===== config.mk =====
export PLATFORM = sky130hd
export DESIGN_NAME = sp_ram_bist
export DESIGN_NICKNAME = d
export VERILOG_FILES = /design/src/rtl/sp_ram_bist.sv
export SDC_FILE = /design/constraint.sdc
export NUM_CORES = 1
export LEC_CHECK = 0
export ABC_AREA = 1
export ABC_CLOCK_PERIOD_IN_PS = 2500
export BUFFER_PORTS_ARGS = -buffer_cell sky130_fd_sc_hd__buf_2
export CAP_MARGIN = 20
export CORE_MARGIN = 1.5
export CORE_UTILIZATION = 45
export CTS_CLUSTER_SIZE = 10
export DETAILED_ROUTE_END_ITERATION = 10
export PLACE_DENSITY = 0.9
export SYNTH_ARGS = -nofsm -noshare
export SYNTH_HDL_FRONTEND = slang
export SYNTH_SLANG_ARGS = --single-unit

===== constraint.sdc =====
create_clock -name clk -period 2.5 [get_ports clk]
set_clock_uncertainty 0.1 [all_clocks]
set_input_delay 0.125 -clock clk [delete_from_list [all_inputs] [get_ports clk]]
set_output_delay 0.125 -clock clk [all_outputs]
set_load 0.02 [all_outputs]

===== src/rtl/sp_ram_bist.sv =====
// March C- self-test initiator for the single-port SRAM request port.
// Define SP_RAM_BIST_ERR_LOG_EN to build the first-failure capture registers.
module sp_ram_bist #(
  parameter int ADDR_WIDTH = 15,
  parameter int DATA_WIDTH = 32,
  parameter int NUM_WORDS  = 8192
) (
  input  logic                    clk,
  input  logic                    rst_n,
  input  logic                    start_i,
  input  logic                    abort_i,
  output logic                    busy_o,
  output logic                    done_o,
  output logic                    fail_o,
  output logic [15:0]             err_cnt_o,
  output logic [ADDR_WIDTH-1:0]   fail_addr_o,
  output logic [DATA_WIDTH-1:0]   fail_exp_o,
  output logic [DATA_WIDTH-1:0]   fail_rdata_o,
  output logic                    mem_en_o,
  output logic [ADDR_WIDTH-1:0]   mem_addr_o,
  output logic [DATA_WIDTH-1:0]   mem_wdata_o,
  output logic                    mem_we_o,
  output logic [DATA_WIDTH/8-1:0] mem_be_o,
  input  logic [DATA_WIDTH-1:0]   mem_rdata_i
);

  localparam int BW = DATA_WIDTH / 8;
  localparam int SH = $clog2(BW);
  localparam logic [ADDR_WIDTH-1:0] LAST =
    ADDR_WIDTH'(NUM_WORDS - 1);
  localparam logic [DATA_WIDTH-1:0] D0 = '0;
  localparam logic [DATA_WIDTH-1:0] D1 = '1;

  typedef enum logic [3:0] {
    S_IDLE,
    S_M0,
    S_M1,
    S_M2,
    S_M3,
    S_M4,
    S_M5,
    S_DRAIN,
    S_DONE
  } state_t;

  state_t                  state;
  logic [ADDR_WIDTH-1:0]   idx;
  logic                    wr_ph;
  logic                    cmp_vld;
  logic [DATA_WIDTH-1:0]   cmp_exp;
  logic [15:0]             err_cnt;

  logic                    rd_req;
  logic                    wr_req;
  logic [DATA_WIDTH-1:0]   bg_rd;
  logic [DATA_WIDTH-1:0]   bg_wr;
  logic                    busy;
  logic                    stop;
  logic                    start_acc;
  logic                    mism;
  logic                    paired;
  logic                    desc;
  logic                    nxt_desc;
  logic                    last;

  assign busy      = (state != S_IDLE) && (state != S_DONE);
  assign stop      = busy && abort_i;
  assign start_acc = !busy && start_i;
  assign mism      = cmp_vld && (mem_rdata_i != cmp_exp);

  assign paired   = (state == S_M1) || (state == S_M2) ||
                    (state == S_M3) || (state == S_M4);
  assign desc     = (state == S_M3) || (state == S_M4);
  assign nxt_desc = (state == S_M2) || (state == S_M3);
  assign last     = desc ? (idx == '0) : (idx == LAST);

  always_comb begin
    rd_req = 1'b0;
    wr_req = 1'b0;
    bg_rd  = D0;
    bg_wr  = D0;
    unique case (state)
      S_M0: wr_req = 1'b1;
      S_M1: begin
        bg_wr  = D1;
        rd_req = !wr_ph;
        wr_req = wr_ph;
      end
      S_M2: begin
        bg_rd  = D1;
        rd_req = !wr_ph;
        wr_req = wr_ph;
      end
      S_M3: begin
        bg_wr  = D1;
        rd_req = !wr_ph;
        wr_req = wr_ph;
      end
      S_M4: begin
        bg_rd  = D1;
        rd_req = !wr_ph;
        wr_req = wr_ph;
      end
      S_M5: rd_req = 1'b1;
      default: ;
    endcase
  end

  assign mem_en_o    = rd_req | wr_req;
  assign mem_we_o    = wr_req;
  assign mem_wdata_o = bg_wr;
  assign mem_addr_o  = idx << SH;
  assign mem_be_o    = {BW{mem_en_o}};

  assign busy_o    = busy;
  assign done_o    = (state == S_DONE);
  assign err_cnt_o = err_cnt;
  assign fail_o    = (err_cnt != '0);

  always_ff @(posedge clk or negedge rst_n) begin
    if (!rst_n) begin
      state   <= S_IDLE;
      idx     <= '0;
      wr_ph   <= 1'b0;
      cmp_vld <= 1'b0;
      cmp_exp <= '0;
      err_cnt <= '0;
    end else if (stop) begin
      state   <= S_IDLE;
      wr_ph   <= 1'b0;
      cmp_vld <= 1'b0;
    end else begin
      cmp_vld <= rd_req;
      cmp_exp <= bg_rd;
      if (mism && (err_cnt != '1))
        err_cnt <= err_cnt + 16'd1;
      unique case (state)
        S_IDLE, S_DONE: begin
          if (start_i) begin
            state   <= S_M0;
            idx     <= '0;
            wr_ph   <= 1'b0;
            err_cnt <= '0;
          end
        end
        S_DRAIN: state <= S_DONE;
        default: begin
          if (paired && !wr_ph) begin
            wr_ph <= 1'b1;
          end else begin
            wr_ph <= 1'b0;
            if (last) begin
              state <= state_t'(state + 4'd1);
              idx   <= nxt_desc ? LAST : '0;
            end else begin
              idx <= desc ? idx - 1'b1 : idx + 1'b1;
            end
          end
        end
      endcase
    end
  end

`ifdef SP_RAM_BIST_ERR_LOG_EN
  logic [ADDR_WIDTH-1:0] cmp_addr;
  logic [ADDR_WIDTH-1:0] f_addr;
  logic [DATA_WIDTH-1:0] f_exp;
  logic [DATA_WIDTH-1:0] f_rdata;

  always_ff @(posedge clk or negedge rst_n) begin
    if (!rst_n) begin
      cmp_addr <= '0;
      f_addr   <= '0;
      f_exp    <= '0;
      f_rdata  <= '0;
    end else if (start_acc) begin
      f_addr  <= '0;
      f_exp   <= '0;
      f_rdata <= '0;
    end else if (!stop) begin
      cmp_addr <= mem_addr_o;
      if (mism && (err_cnt == '0)) begin
        f_addr  <= cmp_addr;
        f_exp   <= cmp_exp;
        f_rdata <= mem_rdata_i;
      end
    end
  end

  assign fail_addr_o  = f_addr;
  assign fail_exp_o   = f_exp;
  assign fail_rdata_o = f_rdata;
`else
  assign fail_addr_o  = '0;
  assign fail_exp_o   = '0;
  assign fail_rdata_o = '0;
`endif

endmodule

==> results of run 1 <==
## state kept, by name, indices dropped and copies added, names as in the netlist
register,count
cmp_exp,1
cmp_vld,1
err_cnt_o,16
wr_ph,1
state,4
idx,15
## layout make-up
| class | instances | area share, % |
|---|---|---|
| clock buffers | 6 | 1.62 |
| clock inverters | 2 | 0.246 |
| inverters | 75 | 5.78 |
| multi-input cells | 479 | 54.9 |
| flip-flops and latches | 38 | 18.7 |
| well taps | 133 | 3.27 |
| repair buffers | 140 | 15.5 |
## cell usage in the layout (no fill, tap or decap), drive strengths merged, types with 7 or more instances in the layout
master and instances:
nand3 36, dfrtp 38, ha 21, nor3 10
nor4 10, or2 7, inv 74, buf 139
nor2 73, nand2 155, nand4 16, xor2 10
conb 81, a21oi 24, o21ai 24
## worst min-delay path: cells and delay by family
family	cells	cell delay [ns]
buffers and inverters	1	0.09
and+or+nand+nor	3	0.26
## cell usage after synthesis (7+ instances only)
cell type / number / area share (%)
nor4_1: 10 / 1.4
dfrtp_1: 38 / 21
o21ai_2: 8 / 1.6
buf_4: 130 / 22
inv_1: 66 / 5.6
xor2_1: 10 / 2.0
nand4_1: 16 / 2.2
ha_1: 21 / 5.9
inv_2: 7 / 0.59
nor3_1: 9 / 1.0
nand2_2: 8 / 1.1
nand3_1: 31 / 3.5
nand2_1: 140 / 12
a21oi_1: 23 / 2.6
nor2_1: 63 / 5.3
o21ai_0: 12 / 1.3
## repair_timing
item                                    CTS  global route
endpoints found under the hold margin    38             0
gates cloned                              1             0
endpoints found under the setup margin    6            10
gates resized for setup                   8            47
buffers inserted                          5             9
pin swaps                                 3            19
hold buffers                              1             0
## logic make-up after synthesis
kind of cell / synth area share, %
and+or+nand+nor: 33.4
buffers and inverters: 29.3
AOI/OAI and AO/OA: 7.61
DFF: 21.3
adders and majority gates: 6.34
xor gates and xnor gates: 1.97
other: 0.0841
## power groups by stage
stage,sequential (mW),combinational [mW],clock [mW]
after floorplan,0.996,3.72,0
after global placement,1.01,4.07,0
after detailed placement,1.02,4.15,0
after CTS,1.01,4.25,0.468
after global routing,1.07,5.07,0.491
final,1.04,4.62,0.459
## routing by layer
| layer | vias up | GRT usage [%] | part of all wire (%) |
|---|---|---|---|
| li1 | 2034 | - | - |
| met1 | 1880 | 22.4 | 41 |
| met2 | 148 | 34.0 | 52 |
| met3 | 19 | 3.19 | 5.3 |
| met4 | 0 | 4.11 | 1.5 |
| met5 | - | 0 | 0 |
## metrics by stage
step           TNS [ns]  total power, mW  hold WS [ns]  setup slack (ns)  instance area (µm²)
2_1_floorplan         0             4.71        -0.271           0.00499                 4790
3_3_place_gp   -0.00728             5.08         0.198          -0.00728                 4620
3_5_place_dp     -0.193             5.17         0.204           -0.0652                 4620
4_1_cts        -0.00362             5.72         0.119          -0.00362                 4800
5_1_grt          -0.400             6.63         0.144           -0.0974                 5090
6_report              0             6.12         0.127           0.00779                 5090
## final timing paths
path | cells past startpoint | to
worst min register to register | 2 | err_cnt_o[7]
worst max register to register | 14 | idx[13]
max in group asynchronous | 2 | idx[6]
worst min-delay path | 4 | wr_ph
worst max-delay path | 14 | idx[13]
min in group asynchronous | 2 | err_cnt_o[3]
==> flow_summary.ini, run 1 <==
[worst_setup_path]
cp_slowest_cell = dfrtp_1
worst-path-buf-inv = 5
cp_data_required_time_ns = 2.59
worstReg2RegStart = state[0]
critPathKind = flip-flop to flip-flop
start_kind = flip-flop
endpoint_kind = flip-flop
crit_path_cell_trace = inv_2 > ha_4 > inv_2 > nor2_4 > inv_4 > nand2_8 > buf_4 > ha_1 > inv_1 > nor3_1 > a21oi_2 > xor2_1 > nand2_1 > nand2_1
cp_top_family = simple AND/OR/NAND/NOR gates
crit_path_start = state[0]
cp_data_arrival_time_ns = 2.58
reg2reg_slack_ns = 0.008
max_stage_delay_ns = 0.40
path_max_fanout = 8

[power_and_ir_drop]
seq_power_share_pct = 17.0
swShare_pct = 57.2
powerDensity_nw_per_um2 = 1200
ir_drop_uv = 811
p_sw_mw = 3.50
clkPwrFrac_pct = 7.5
power.leakage_nw = 2.85
internal-power_mw = 2.62
p_comb_share_pct = 75.5

[cts]
clockBufferDepth = 2
cts.clk_slew.worst_paths_ns = 0.08
tritoncts = built
clock-sinks = 38
root_buffer = clkbuf_8
htree_levels = 2
clk-insertion-delay-late_ns = 0.29
cts_buffers = 5

[die]
coreArea_um2 = 9680
boundaryPins = 187
die_h_um = 103
dieArea_um2 = 10500
num_rows = 36
start_util_pct = 46.0
dieWidth_um = 103

[global_route]
grt_max_degree = 39
track_usage_pct = 18.5
antenna_found_initial = 0
grt_pass1_vias = 3515
grt_pass1_wl_um = 15600
overflow = 0

[placed_design]
io_buffers = 105
routabilityCongestion = 0.918
hpwl_um = 7570
placed_cells = 849

[cells_and_area]
nFillCells = 946
stdcell_count = 873
drive_gt1_share_pct = 33.2
fin_nets = 797
area_growth_pct = 14.2
antenna_cells = 0
fin_util_pct = 52.6
multiInputGateArea_um2 = 2790
seq_area_um2 = 951

[routing]
antenna_left = 0
drc = 0
dr.pass1.iters = 5
via_count = 4081
routed_wl_um = 10400
drt_iter0_markers = 164
via_per_inst = 4.67
routedWlPerCell_um = 11.9

[logic_synthesis]
syn_area_per_cell_um2 = 6.91
synth_top_flop_cell = dfrtp_1
postSynthCellCount = 645
ys_seq_area_share_pct = 21.3
syn-cell-area_um2 = 4460
synth.distinct_cells = 40
synth_edf_count = 0
yosys_warnings = 0
synth_seq_cells = 38
synthArstFlopShare_pct = 100

[sta]
worstMarginPinSlew_ns = 0.908
slew_headroom_pct = 39.5
period_needed_ns = 2.49
setup_viol = 0
max_clock_freq_ghz = 0.401
post-route-period-util_pct = 99.7
finalHoldViolCount = 0
drv_slew = 0

[status]
status = finished clean

[min_path]
hold_start = abort_i
hold_class = input pin to flip-flop

[job]
maxCapViolCount = 0
No activity file was read; power rests on OpenSTA's default activity.
==> inputs of run 2 (changes only) <==
Settings changed: ABC_CLOCK_PERIOD_IN_PS 2500 to 2330, CORE_UTILIZATION 45 to 50, PLACE_DENSITY 0.9 to 0.94, SKIP_CTS_REPAIR_TIMING from default to 1.
Clock period 2.5 ns to 2.33 ns, I/O delays scaled along.
==> flow_summary.ini, run 2 (synthesis gave the netlist of run 1 again) <==
[cells_and_area]
antenna_cells = 0
final_common_cell = nand2_1
stdcell_count = 848
drive_gt1_share_pct = 32.3
final_cell_mix = 134 x nand2_1, 105 x buf_2, 81 x conb_1, 62 x inv_1, 60 x nor2_1
area_growth_pct = 14.0
fin_nets = 797
largest_register_ffs = 16

[cts]
root_buffer = clkbuf_8
clk-insertion-delay-late_ns = 0.30
cts.clk_slew.worst_paths_ns = 0.08
htree_levels = 2
clockBufferDepth = 2
cts_buffers = 5
tritoncts = built
clock-sinks = 38

[power_and_ir_drop]
swShare_pct = 55.1
seq_power_share_pct = 16.3
power.leakage_nw = 2.88
p_sw_mw = 3.74
ir_drop_uv = 741
clkPwrFrac_pct = 10.5
powerDensity_nw_per_um2 = 1340
internal-power_mw = 3.05
p_comb_share_pct = 73.2

[worst_setup_path]
critPathKind = flip-flop to flip-flop
worstReg2RegStart = state[0]
cp_top_family = compound AO/OA/AOI/OAI gates
start_kind = flip-flop
cp_data_required_time_ns = 2.43
reg2reg_slack_ns = -0.15
crit_top_cell = nand2_1
max_stage_delay_ns = 0.39
worst-path-buf-inv = 4
r2r_cells = 16
endpoint_kind = flip-flop
path_max_fanout = 8
cp_num_cells = 16
cp_data_arrival_time_ns = 2.58
r2r_end = idx[13]
crit_path_cell_trace = inv_2 > ha_4 > inv_2 > nor2_4 > inv_4 > nand2_8 > buf_4 > ha_4 > nand2_1 > nand2_1 > a21oi_1 > o21ai_0 > a21oi_1 > xor2_1 > nand2_1 > nand2_1
cp_slowest_cell = dfrtp_1

[placed_design]
dp_slack_ns = -0.102
placed_cells = 831
hpwl_um = 7340
io_buffers = 105
routabilityCongestion = 0.918

[routing]
drc = 0
drt_iter0_markers = 166
via_per_inst = 4.80
dr.pass1.iters = 8
antenna_left = 0
routedWlPerCell_um = 12.0
via_count = 4072
routed_wl_um = 10200

[global_route]
antenna_found_initial = 0
grt_pass1_vias = 3609
grt_pass1_wl_um = 15800
grt_max_degree = 39
overflow = 0
track_usage_pct = 19.7

[sta]
post-route-period-util_pct = 107
slew_headroom_pct = 42.1
tns_ns = -0.372
setup_viol = 6
fin_ws_ns = -0.155
finalHoldViolCount = 0
period_needed_ns = 2.48
drv_slew = 0
worstMarginPinSlew_ns = 0.868
max_clock_freq_ghz = 0.402
rsz0062_at_grt = yes

[status]
status = finished, violations left
violations = setup timing

[die]
die_h_um = 97.4
dieArea_um2 = 9490
start_util_pct = 51.4
coreArea_um2 = 8680
boundaryPins = 187
dieWidth_um = 97.4
num_rows = 34

[min_path]
hold_class = input pin to flip-flop
hold_start = abort_i
holdPathEnd = wr_ph
hold_depth = 4

[job]
maxCapViolCount = 0
## run 2: area by class of cell
type                       instances  area, µm²
clock buffer                       6       82.6
multi-input combinational        479       2770
tap                              108        135
fill                             777       3600
sequential                        38        951
timing repair buffer             140        795
inverter                          75        294
clock inverter                     2       60.1
## run 2: worst max path at each step
stage,from,endpoint,slack [ns]
2_1_floorplan,state[0],idx[14],-0.05
3_3_place_gp,state[1],idx[9],-0.05
3_5_place_dp,state[1],idx[14],-0.10
4_1_cts,state[1],idx[13],-0.19
5_1_grt,state[0],idx[13],-0.29
6_report,state[0],idx[13],-0.15
## run 2: metrics by stage
stage / hold WS (ns) / instance area, µm² / util (%) / power [mW]
6_report: 0.0975 / 5080 / 58.6 / 6.79
3_5_place_dp: 0.198 / 4710 / 54.3 / 5.70
4_1_cts: -0.127 / 4860 / 56.0 / 6.46
3_3_place_gp: 0.188 / 4710 / 54.3 / 5.60
2_1_floorplan: -0.279 / 4870 / - / 5.15
5_1_grt: 0.136 / 5080 / 58.6 / 7.25
## run 2: metal layers
metal	GRT usage, %	share of wire, %	up-vias
met5	0	0	-
met4	6.59	2.4	0
met3	3.02	6.6	24
met2	35.4	52	164
met1	24.0	39	1853
li1	-	-	2031
## run 2: power by group through the flow
stage | logic, mW | registers, mW | clock network, mW
after floorplan | 4.07 | 1.07 | 0
after global placement | 4.52 | 1.09 | 0
after detailed placement | 4.61 | 1.09 | 0
after CTS | 4.66 | 1.08 | 0.722
after global routing | 5.36 | 1.14 | 0.753
final | 4.97 | 1.11 | 0.711
## run 2: worst min-delay path, delay by kind of cell
family	cells	cell delay, ns
and+or+nand+nor	3	0.25
buffers and inverters	1	0.09
==> inputs of run 3 (changes only) <==
Settings changed: MAX_ROUTING_LAYER from default to met4.
==> flow_summary.ini, run 3 (synthesis gave the netlist of run 1 again) <==
[status]
status = finished, violations left
violations = setup timing

[global_route]
grt_pass1_vias = 3519
track_usage_pct = 19.6
grt_max_degree = 39
antenna_found_initial = 0
overflow = 0
grt_pass1_wl_um = 15300

[cts]
cts.clk_slew.worst_paths_ns = 0.08
clk-insertion-delay-late_ns = 0.30
clock-sinks = 38
clockBufferDepth = 2
root_buffer = clkbuf_8
htree_levels = 2
cts_buffers = 5
tritoncts = built

[power_and_ir_drop]
swShare_pct = 55.6
seq_power_share_pct = 16.4
ir_drop_uv = 689
p_comb_share_pct = 73.4
clkPwrFrac_pct = 10.2
p_sw_mw = 3.78
powerDensity_nw_per_um2 = 1330
power.leakage_nw = 2.85
internal-power_mw = 3.02

[sta]
post-route-period-util_pct = 103
drv_slew = 0
worstMarginPinSlew_ns = 0.904
slew_headroom_pct = 39.7
fin_ws_ns = -0.0748
setup_viol = 2
period_needed_ns = 2.40
finalHoldViolCount = 0
max_clock_freq_ghz = 0.416
rsz0062_at_grt = yes

[routing]
drt_iter0_markers = 161
routed_wl_um = 10200
antenna_left = 0
drc = 0
dr.pass1.iters = 5
via_count = 3996
via_per_inst = 4.75
routedWlPerCell_um = 12.1

[die]
start_util_pct = 51.4
coreArea_um2 = 8680
dieWidth_um = 97.4
boundaryPins = 187
dieArea_um2 = 9490
num_rows = 34
die_h_um = 97.4

[cells_and_area]
fin_nets = 791
nFillCells = 812
drive_gt1_share_pct = 32.7
largest_register_ffs = 16
antenna_cells = 0
final_cell_mix = 135 x nand2_1, 105 x buf_2, 81 x conb_1, 62 x inv_1, 59 x nor2_1
stdcell_count = 842
finish.instance_area_um2 = 5100
area_growth_pct = 14.5
final_common_cell = nand2_1

[worst_setup_path]
reg2reg_slack_ns = -0.07
cp_data_arrival_time_ns = 2.50
cp_data_required_time_ns = 2.42
path_max_fanout = 8
critPathKind = flip-flop to flip-flop
endpoint_kind = flip-flop
start_kind = flip-flop

[placed_design]
routabilityCongestion = 0.948
dpl-instance-area_um2 = 4710
io_buffers = 105
hpwl_um = 7460
placed_cells = 830
dp_slack_ns = -0.129

[min_path]
hold_class = input pin to flip-flop

[job]
maxCapViolCount = 0
## run 3: power by group through the flow
stage / clock, mW / combinational (mW) / sequential, mW
final: 0.694 / 4.99 / 1.11
after global routing: 0.733 / 5.40 / 1.14
after floorplan: 0 / 4.07 / 1.07
after CTS: 0.703 / 4.64 / 1.08
after global placement: 0 / 4.51 / 1.09
after detailed placement: 0 / 4.61 / 1.09
## run 3: worst paths after layout
check / cells after the start / endpoint / start
max: 14 / idx[9] / state[1]
min in group asynchronous: 2 / err_cnt_o[11] / rst_n
max in group asynchronous: 2 / idx[1] / rst_n
min: 4 / wr_ph / abort_i
min reg2reg: 2 / err_cnt_o[7] / err_cnt_o[7]
max reg2reg: 14 / idx[9] / state[1]
## run 3: critical path, cell delays in order, from the launching register on
cell and delay, ns:
dfrtp_1 0.39, inv_2 0.09, ha_4 0.14, inv_2 0.04
nor2_4 0.10, clkinv_4 0.11, nand2_8 0.15, ha_4 0.23
nand2_1 0.14, nor2_1 0.07, nor2_1 0.16, nand3_2 0.12
or2_4 0.26, a21oi_4 0.13, o21ai_2 0.06
## run 3: cell type report
type | instances | area [µm²] | area share [%]
clock buffer | 5 | 68.8 | 1.35
clock inverter | 3 | 68.8 | 1.35
inverter | 75 | 299 | 5.86
multi-input combinational | 479 | 2830 | 55.5
sequential | 38 | 951 | 18.6
tap | 108 | 135 | 2.65
timing repair buffer | 134 | 749 | 14.7
## run 3: metrics by stage
step / hold slack, ns / setup TNS, ns / power [mW] / utilization [%]
2_1_floorplan: -0.279 / -0.0850 / 5.15 / -
3_3_place_gp: 0.185 / -0.166 / 5.60 / 54.2
3_5_place_dp: 0.194 / -0.428 / 5.71 / 54.2
4_1_cts: -0.135 / -0.561 / 6.42 / 55.8
5_1_grt: 0.0971 / -0.875 / 7.27 / 58.8
6_report: 0.0919 / -0.106 / 6.80 / 58.8
## run 3: layer usage
metal | vias up | global-route usage [%] | wire length, µm
li1 | 2026 | - | -
met1 | 1795 | 22.6 | 4120
met2 | 155 | 35.0 | 5290
met3 | 20 | 3.74 | 637
met4 | 0 | 4.95 | 153
met5 | - | - | 0
